<file path="src/rtl/fp_add_arbiter_if.sv">
// Bundle of request, response and shared-adder signals for fp_add_arbiter.
//   req_valid/req_ready : per-requester operand handshake
//   req_a/req_b         : packed operands, requester i at [i*XLEN +: XLEN]
//   add_a/add_b         : operands to the shared combinational adder
//   add_result          : adder sum, combinational from add_a/add_b
//   rsp_valid/rsp_ready : per-requester result handshake
//   rsp_data            : result shared by all response channels
//   busy                : arbiter is not idle
// slave is the arbiter side; master is the environment (requesters + adder).
interface fp_add_arbiter_if #(
  parameter int unsigned XLEN = 32,
  parameter int unsigned NREQ = 4
);
  logic [NREQ-1:0]      req_valid;
  logic [NREQ-1:0]      req_ready;
  logic [NREQ*XLEN-1:0] req_a;
  logic [NREQ*XLEN-1:0] req_b;
  logic [XLEN-1:0]      add_a;
  logic [XLEN-1:0]      add_b;
  logic [XLEN-1:0]      add_result;
  logic [NREQ-1:0]      rsp_valid;
  logic [NREQ-1:0]      rsp_ready;
  logic [XLEN-1:0]      rsp_data;
  logic                 busy;

  modport master (
    output req_valid, req_a, req_b, rsp_ready, add_result,
    input  req_ready, rsp_valid, rsp_data, add_a, add_b, busy
  );

  modport slave (
    input  req_valid, req_a, req_b, rsp_ready, add_result,
    output req_ready, rsp_valid, rsp_data, add_a, add_b, busy
  );
endinterface

</file>
<file path="src/rtl/fp_add_arbiter.sv">
// Round-robin arbiter sharing one combinational single-precision adder among
// NREQ requesters. One operation in flight: IDLE (grant) -> EXEC (adder
// evaluates) -> RESP (hold result until the owner accepts it).
// Ports:
//   clk   : clock, rising edge
//   rst_n : asynchronous active-low reset
//   bus   : fp_add_arbiter_if.slave (request, response and adder signals)
// Operand pairs with a zero operand or exact cancellation are resolved here
// and never reach the adder; add_a/add_b keep their previous values then.
module fp_add_arbiter #(
  parameter int unsigned XLEN = 32,
  parameter int unsigned NREQ = 4
) (
  input logic             clk,
  input logic             rst_n,
  fp_add_arbiter_if.slave bus
);

  localparam int unsigned PtrW = (NREQ > 1) ? $clog2(NREQ) : 1;

  localparam logic [1:0] StIdle = 2'd0;
  localparam logic [1:0] StExec = 2'd1;
  localparam logic [1:0] StResp = 2'd2;

  logic [1:0]      state_q, state_d;
  logic [PtrW-1:0] ptr_q, ptr_d;
  logic [PtrW-1:0] idx_q, idx_d;
  logic [XLEN-1:0] op_a_q, op_a_d;
  logic [XLEN-1:0] op_b_q, op_b_d;
  logic [XLEN-1:0] add_a_q, add_a_d;
  logic [XLEN-1:0] add_b_q, add_b_d;
  logic [XLEN-1:0] rsp_data_q, rsp_data_d;

  logic            win_found;
  logic [PtrW-1:0] win_idx;
  logic [XLEN-1:0] win_a, win_b;
  logic [NREQ-1:0] req_ready;
  logic [NREQ-1:0] rsp_valid;

  // Pairs the adder must not see: a zero operand or exact cancellation.
  function automatic logic is_bypass(input logic [XLEN-1:0] a, input logic [XLEN-1:0] b);
    return (a[XLEN-2:0] == '0) || (b[XLEN-2:0] == '0) ||
           ((a[XLEN-2:0] == b[XLEN-2:0]) && (a[XLEN-1] != b[XLEN-1]));
  endfunction

  // First valid requester at or after ptr, wrapping modulo NREQ.
  always_comb begin
    int unsigned     cand;
    logic [PtrW-1:0] cand_idx;
    win_found = 1'b0;
    win_idx   = '0;
    cand      = 0;
    cand_idx  = '0;
    for (int unsigned k = 0; k < NREQ; k++) begin
      cand = 32'(ptr_q) + k;
      if (cand >= NREQ) cand = cand - NREQ;
      cand_idx = PtrW'(cand);
      if (!win_found && bus.req_valid[cand_idx]) begin
        win_found = 1'b1;
        win_idx   = cand_idx;
      end
    end
  end

  assign win_a = bus.req_a[win_idx*XLEN +: XLEN];
  assign win_b = bus.req_b[win_idx*XLEN +: XLEN];

  always_comb begin
    state_d    = state_q;
    ptr_d      = ptr_q;
    idx_d      = idx_q;
    op_a_d     = op_a_q;
    op_b_d     = op_b_q;
    add_a_d    = add_a_q;
    add_b_d    = add_b_q;
    rsp_data_d = rsp_data_q;
    case (state_q)
      StIdle: begin
        if (win_found) begin
          op_a_d  = win_a;
          op_b_d  = win_b;
          idx_d   = win_idx;
          // Load the adder inputs at grant so they are stable throughout EXEC.
          if (!is_bypass(win_a, win_b)) begin
            add_a_d = win_a;
            add_b_d = win_b;
          end
          state_d = StExec;
        end
      end
      StExec: begin
        if (op_a_q[XLEN-2:0] == '0) begin
          rsp_data_d = op_b_q;
        end else if (op_b_q[XLEN-2:0] == '0) begin
          rsp_data_d = op_a_q;
        end else if ((op_a_q[XLEN-2:0] == op_b_q[XLEN-2:0]) &&
                     (op_a_q[XLEN-1] != op_b_q[XLEN-1])) begin
          rsp_data_d = '0;
        end else begin
          rsp_data_d = bus.add_result;
        end
        state_d = StResp;
      end
      StResp: begin
        if (bus.rsp_ready[idx_q]) begin
          state_d = StIdle;
          ptr_d   = (idx_q == PtrW'(NREQ - 1)) ? '0 : idx_q + 1'b1;
        end
      end
      default: state_d = StIdle;
    endcase
  end

  always_ff @(posedge clk or negedge rst_n) begin
    if (!rst_n) begin
      state_q    <= StIdle;
      ptr_q      <= '0;
      idx_q      <= '0;
      op_a_q     <= '0;
      op_b_q     <= '0;
      add_a_q    <= '0;
      add_b_q    <= '0;
      rsp_data_q <= '0;
    end else begin
      state_q    <= state_d;
      ptr_q      <= ptr_d;
      idx_q      <= idx_d;
      op_a_q     <= op_a_d;
      op_b_q     <= op_b_d;
      add_a_q    <= add_a_d;
      add_b_q    <= add_b_d;
      rsp_data_q <= rsp_data_d;
    end
  end

  always_comb begin
    req_ready = '0;
    rsp_valid = '0;
    if ((state_q == StIdle) && win_found) req_ready[win_idx] = 1'b1;
    if (state_q == StResp) rsp_valid[idx_q] = 1'b1;
  end

  assign bus.req_ready = req_ready;
  assign bus.rsp_valid = rsp_valid;
  assign bus.rsp_data  = rsp_data_q;
  assign bus.add_a     = add_a_q;
  assign bus.add_b     = add_b_q;
  assign bus.busy      = (state_q != StIdle);

endmodule

</file>
<file path="src/flat_wrapper.sv">
// flat-port wrapper written by rule: the top's interface ports become plain ports
module fp_add_arbiter_flat 
#(
  parameter int unsigned XLEN = 32,
  parameter int unsigned NREQ = 4
)
  (clk, rst_n, bus_req_valid, bus_req_a, bus_req_b, bus_rsp_ready, bus_add_result, bus_req_ready, bus_rsp_valid, bus_rsp_data, bus_add_a, bus_add_b, bus_busy);
  fp_add_arbiter_if #(.XLEN(XLEN), .NREQ(NREQ)) bus_i ();
  input logic clk;
  input logic rst_n;
  input wire logic [$bits(bus_i.req_valid)-1:0] bus_req_valid;
  input wire logic [$bits(bus_i.req_a)-1:0] bus_req_a;
  input wire logic [$bits(bus_i.req_b)-1:0] bus_req_b;
  input wire logic [$bits(bus_i.rsp_ready)-1:0] bus_rsp_ready;
  input wire logic [$bits(bus_i.add_result)-1:0] bus_add_result;
  output wire logic [$bits(bus_i.req_ready)-1:0] bus_req_ready;
  output wire logic [$bits(bus_i.rsp_valid)-1:0] bus_rsp_valid;
  output wire logic [$bits(bus_i.rsp_data)-1:0] bus_rsp_data;
  output wire logic [$bits(bus_i.add_a)-1:0] bus_add_a;
  output wire logic [$bits(bus_i.add_b)-1:0] bus_add_b;
  output wire logic [$bits(bus_i.busy)-1:0] bus_busy;
  assign bus_i.req_valid = bus_req_valid;
  assign bus_i.req_a = bus_req_a;
  assign bus_i.req_b = bus_req_b;
  assign bus_i.rsp_ready = bus_rsp_ready;
  assign bus_i.add_result = bus_add_result;
  assign bus_req_ready = bus_i.req_ready;
  assign bus_rsp_valid = bus_i.rsp_valid;
  assign bus_rsp_data = bus_i.rsp_data;
  assign bus_add_a = bus_i.add_a;
  assign bus_add_b = bus_i.add_b;
  assign bus_busy = bus_i.busy;
  fp_add_arbiter #(.XLEN(XLEN), .NREQ(NREQ)) u_core (.clk(clk), .rst_n(rst_n), .bus(bus_i));
endmodule
</file>
<file path="config.mk">
export PLATFORM = sky130hd
export DESIGN_NAME = fp_add_arbiter_flat
export DESIGN_NICKNAME = d
export VERILOG_FILES = /design/src/rtl/fp_add_arbiter_if.sv /design/src/rtl/fp_add_arbiter.sv /design/src/flat_wrapper.sv
export SDC_FILE = /design/constraint.sdc
export NUM_CORES = 1
export LEC_CHECK = 0
export ABC_AREA = 1
export ABC_CLOCK_PERIOD_IN_PS = 5300
export CAP_MARGIN = 20
export CORE_MARGIN = 1
export CORE_UTILIZATION = 51
export DETAILED_ROUTE_END_ITERATION = 8
export PLACE_DENSITY_LB_ADDON = 0.1
export SYNTH_ARGS = -nofsm -noshare
export SYNTH_HDL_FRONTEND = slang
export SYNTH_SLANG_ARGS = --single-unit
</file>
<file path="constraint.sdc">
create_clock -name clk -period 5.3 [get_ports clk]
set_clock_uncertainty 0.1 [all_clocks]
set_input_delay 1.06 -clock clk [delete_from_list [all_inputs] [get_ports clk]]
set_output_delay 1.06 -clock clk [all_outputs]
set_load 0.005 [all_outputs]
</file>
-- After elaboration in Yosys (flattened, before gate mapping)
Cells that the tools add are included.
- register bits: 166
- input bits: 298
- output and inout bits: 105
- $add $sub $neg: 8
- magnitude comparators: 12
- eq/ne operators: 9
- shift operators: 2
- muxes and demuxes: 35
- bitwise logic cells: 1
- reductions and logical operators: 23
- operator list (kind ; number):
    $shiftx 128x8->32 ; 2
    $logic_not 31->1 ; 4
    $mux 32 ; 3
    $eq 31x31->1 ; 2
    $mux 2 ; 11
    $lt 2x3->1 const B ; 6
    $mux 1 ; 11
    $bmux 1 s2 ; 5
    $ge 3x3->1 const B ; 3
    $logic_and 1x1->1 ; 8
    $mux 4 ; 2
    $sub 2x1->2 const B ; 4
    $add 2x2->3 const B ; 2
    $pmux 2 s3 ; 1
    $reduce_and 2->1 ; 3
    $demux 1 s2 ; 2
    $eq 2x2->1 const B ; 2
    $ge 2x1->1 const B ; 2
    $ne 2x1->1 const B ; 2
    $add 2x1->3 const B ; 1
    $ge 2x3->1 const B ; 1
    $logic_not 1->1 ; 3
    $reduce_and 3->1 ; 1
    $add 2x1->2 const B ; 1
    6 further kinds ; 8

-- Depth between registers and ports, before layout
- depth in word-level cells: 20
- depth in mapped cells: 27

-- Worst setup path before layout
No wires, ideal clock.
- path type: input -> output
- start: input port bus_req_valid[3]
- end: output port bus_req_ready[0]
- arrival: 2.669 ns
- data required time: 4.140 ns
- path slack: 1.471 ns
- stages: 13
- cells stage by stage: inv_1 nand2_1 nand3_1 nand2_1 nor2_4 nand3_2 buf_4 buf_6 buf_2 nand2_1 buf_2 clkbuf_1 nor3_1
- word-level cells in the longest chain between the ends: 17
- elaborated cells on any way between the ends: 29
- classes of those cells: order compare: 2; mux: 19; reduce/logical: 8
- RTL lines (element ; line ; RTL):
    from (decl) ; flat_wrapper.sv:11 ; input wire logic [$bits(bus_i.req_valid)-1:0] bus_req_valid;
    $bmux 1 s2 ; fp_add_arbiter.sv:58 ; if (!win_found && bus.req_valid[cand_idx]) begin
    $mux 1 (not written as such) ; fp_add_arbiter.sv:58 ;
    $mux 1 ; fp_add_arbiter.sv:58 ;
    $logic_not 1->1 ; fp_add_arbiter.sv:58 ;
    $logic_and 1x1->1 ; fp_add_arbiter.sv:58 ;
    $mux 1 ; fp_add_arbiter.sv:58 ;
    $logic_not 1->1 ; fp_add_arbiter.sv:58 ;
    $logic_and 1x1->1 ; fp_add_arbiter.sv:58 ;
    $mux 1 ; fp_add_arbiter.sv:58 ;
    $logic_not 1->1 ; fp_add_arbiter.sv:58 ;
    $logic_and 1x1->1 ; fp_add_arbiter.sv:58 ;
    $mux 2 ; fp_add_arbiter.sv:58 ;
    $lt 2x3->1 (not written as such) or $ge 2x1->1 (tied branches) ; fp_add_arbiter.sv:139 ; if ((state_q == StIdle) && win_found) req_ready[win_idx] = 1'b1;
    $logic_and 1x1->1 (not written as such) ; fp_add_arbiter.sv:139 ;
    $mux 1 (not written as such) ; fp_add_arbiter.sv:139 ;
    $demux 1 s2 ; n/a ;
    $mux 4 (*) ; fp_add_arbiter.sv:139 ;
    to (decl) ; flat_wrapper.sv:16 ; output wire logic [$bits(bus_i.req_ready)-1:0] bus_req_ready;
Mark *: on every way between the ends. The rest lies on a longest branch, timed or not. The select of a mux whose other input is x is not followed.

-- Worst setup path after layout
Ends and elaborated chain as after synthesis.

==> flow_summary.toml <==
[synthesis]
async_flop_share = 1.000
ys_ff_latch = 166
synth_cell_types = 31
synth_top_area_frac = 0.3374
ys_seq_area_frac = 0.3374
synth_edf_count = 0
ys_warn_count = 0
synthFlopType = "dfrtp_1"
netlist_area_sq_um = 12310
yosys-top-cells-area = "dfrtp_1, nand2_1, nand3_1, nand4_1, o21ai_0"
yosysTopAreaCell = "dfrtp_1"
syn-num-nets = 2277
avgSynthCellArea_sq_um = 6.233
synthCells = 1975

[critical_path]
cpMaxStageDelayCell = "clkdlybuf4s50_1"
r2r_cells = 24
crit_arrival_ps = 3830
crit_required_ps = 4140
regToRegStartpoint = "u_core.ptr_q[0]"
reg2reg_slack_ps = 1220
r2r-end = "u_core.bus.add_b[2]"
crit_type = "in -> out"
cp-end-kind = "output pin"
crit_fanout = 8
cp_cell_sequence = "clkdlybuf4s50_1 > inv_1 > nand2_1 > nand3_1 > nand2_1 > nand2_1 > nand2_1 > nand2_2 > nand2_1 > inv_2 > nor3_1 > clkdlybuf4s50_1"
path_common_cell = "nand2_1"
startpoint_type = "input pin"
cpPeakStageDelay_ps = 700

[global_routing]
grt_usage = 0.4238
grt_antenna_before_repair = 5
grt_pass1_wl_um = 79080
grt_max_degree = 122
grt_pass1_vias = 14340
globalRouteOverflowTotal = 0

[floorplan]
die_w_um = 157.4
initial_core_util = 0.5229
core_area_sq_um = 23540
fp-row-count = 56
ios = 403
dieArea_sq_um = 24760
die_height_um = 157.4

[placed_design]
dp_hpwl_um = 40160
gp_congestion = 0.9411
port_buffers = 402
post-place-ws_ps = 360.9

[cts]
clock-sinks = 166
cts_max_level = 4
cts_inserted_buffers = 17
path_clk_slew_ps = 80
cts_tree = "done"
hold_buffers = 0
root_buffer = "clkbuf_16"
clockBufferDepth = 2
clock_latency_ps = 440
post-cts-setup-buffers = 0
cts.repair.resized = 0

[min_path]
holdPathStages = 2
min_path_type = "reg -> reg"
hold_end = "u_core.bus.add_b[18]"
min-delay-start = "u_core.bus.add_b[18]"

[layout]
multiInputGateArea_sq_um = 7181
area_delta_synth_final_pct = 38.55
drive_gt1_frac = 0.03816
fillCellCount = 1961
ff_latch_area_sq_um = 4154
fin_nets = 2595

[sta]
fin_tns_setup_ps = 0
max_freq_mhz = 200.2
slew_viol_final = 0
worst_slack_ps = 306.0
slew_headroom = 0.3513
hold_viol_final = 0
fin_crit_sh = 0.9423
tightest_slew_ps = 969.6
rsz0062_at_grt = "no"
hold_ws_ps = 380.5
finalSetupViolations = 0
period_minus_slack_ps = 4994

[route]
wl_um = 52950
drc_errors = 0
dr.pass1.iters = 6
viasPerCell = 5.876
drtIter0Drc = 1723
post_drt_wl_per_cell_um = 20.12
postRouteAntennaNets = 0
vias = 15460

[flow_run]
drv_cap = 0

[outcome]
status = "finished clean"
cells in the final DEF, fill, tap and decap left out, drive strengths merged:
master	count
nand2	938
clkdlybuf4s50	401
nand3	269
dfrtp	166
o21ai	101
nand4	97
inv	87
a21oi	65
nor2	41
nand3b	32
buf	32
nor4	19
clkbuf	17
xor2	15
clkinv	8
diode	6
or2	4
ha	4
nor3	3
xnor2	3
clkinvlp	2
a32o	1
and3	1
stage by stage:
step | area, sq um | cells | utilization
2_1_floorplan | 12310 | 1975 | -
6_report | 17060 | 2631 | 0.7245
5_1_grt | 17050 | 2629 | 0.7243
3_5_place_dp | 16420 | 2592 | 0.6975
3_3_place_gp | 16420 | 2592 | 0.6975
4_1_cts | 17020 | 2624 | 0.7230
logic make-up after synthesis:
group	Yosys count	share of synthesized area
and+or+nand+nor	1404	0.4937
buffers and inverters	216	0.08365
AOI/OAI and AO/OA	167	0.06830
DFF	166	0.3374
xor gates and xnor gates	18	0.01281
adders and majority gates	4	0.004066
layout make-up:
type / count / share of cell area
Antenna cell: 6 / 0.0008803
Clock buffer: 17 / 0.02494
Clock inverter: 15 / 0.01020
Inverter: 82 / 0.01834
Multi-Input combinational cell: 1593 / 0.4210
Sequential cell: 166 / 0.2435
Tap cell: 319 / 0.02340
Timing Repair Buffer: 433 / 0.2577
worst max-delay path by stage:
stage                       end  cells past startpoint        startpoint
2_1_floorplan  bus_req_ready[0]                     13  bus_req_valid[3]
3_3_place_gp   bus_req_ready[0]                     12  bus_req_valid[3]
3_5_place_dp   bus_req_ready[0]                     12  bus_req_valid[3]
4_1_cts        bus_req_ready[0]                     12  bus_req_valid[3]
5_1_grt        bus_req_ready[0]                     12  bus_req_valid[3]
6_report       bus_req_ready[0]                     12  bus_req_valid[3]
per-layer routing:
metal	wire [um]	global-route usage	up-vias	part of all wire
met5	13	0	-	0.00025
met4	3131	0.2427	2	0.059
met3	5743	0.09774	200	0.11
met2	24200	0.6795	1050	0.46
met1	19860	0.5226	7086	0.38
li1	-	-	7122	-
sequential cells by signal, summed over array words and instances, names as in the netlist:
signal / cells
u_core.bus.add_a: 32
u_core.bus.add_b: 32
u_core.bus.rsp_data: 32
u_core.idx_q: 2
u_core.op_a_q: 32
u_core.op_b_q: 32
u_core.ptr_q: 2
u_core.state_q: 2
cell usage after synthesis (all sizes together) (15+ instances only):
cell type	n
nand2	938
nand3	269
dfrtp	166
o21ai	101
nand4	97
buf	96
inv	78
a21oi	65
nor2	41
clkbuf	38
nand3b	32
nor4	19
xor2	15
worst max-delay path, delay by kind of cell:
family	cells	cell delay, ps
buffers and inverters	4	1430
AND/OR/NAND/NOR	8	1350
Power is not shown: default switching activity piles up to over one toggle a cycle in this logic, so the estimate is an artifact.
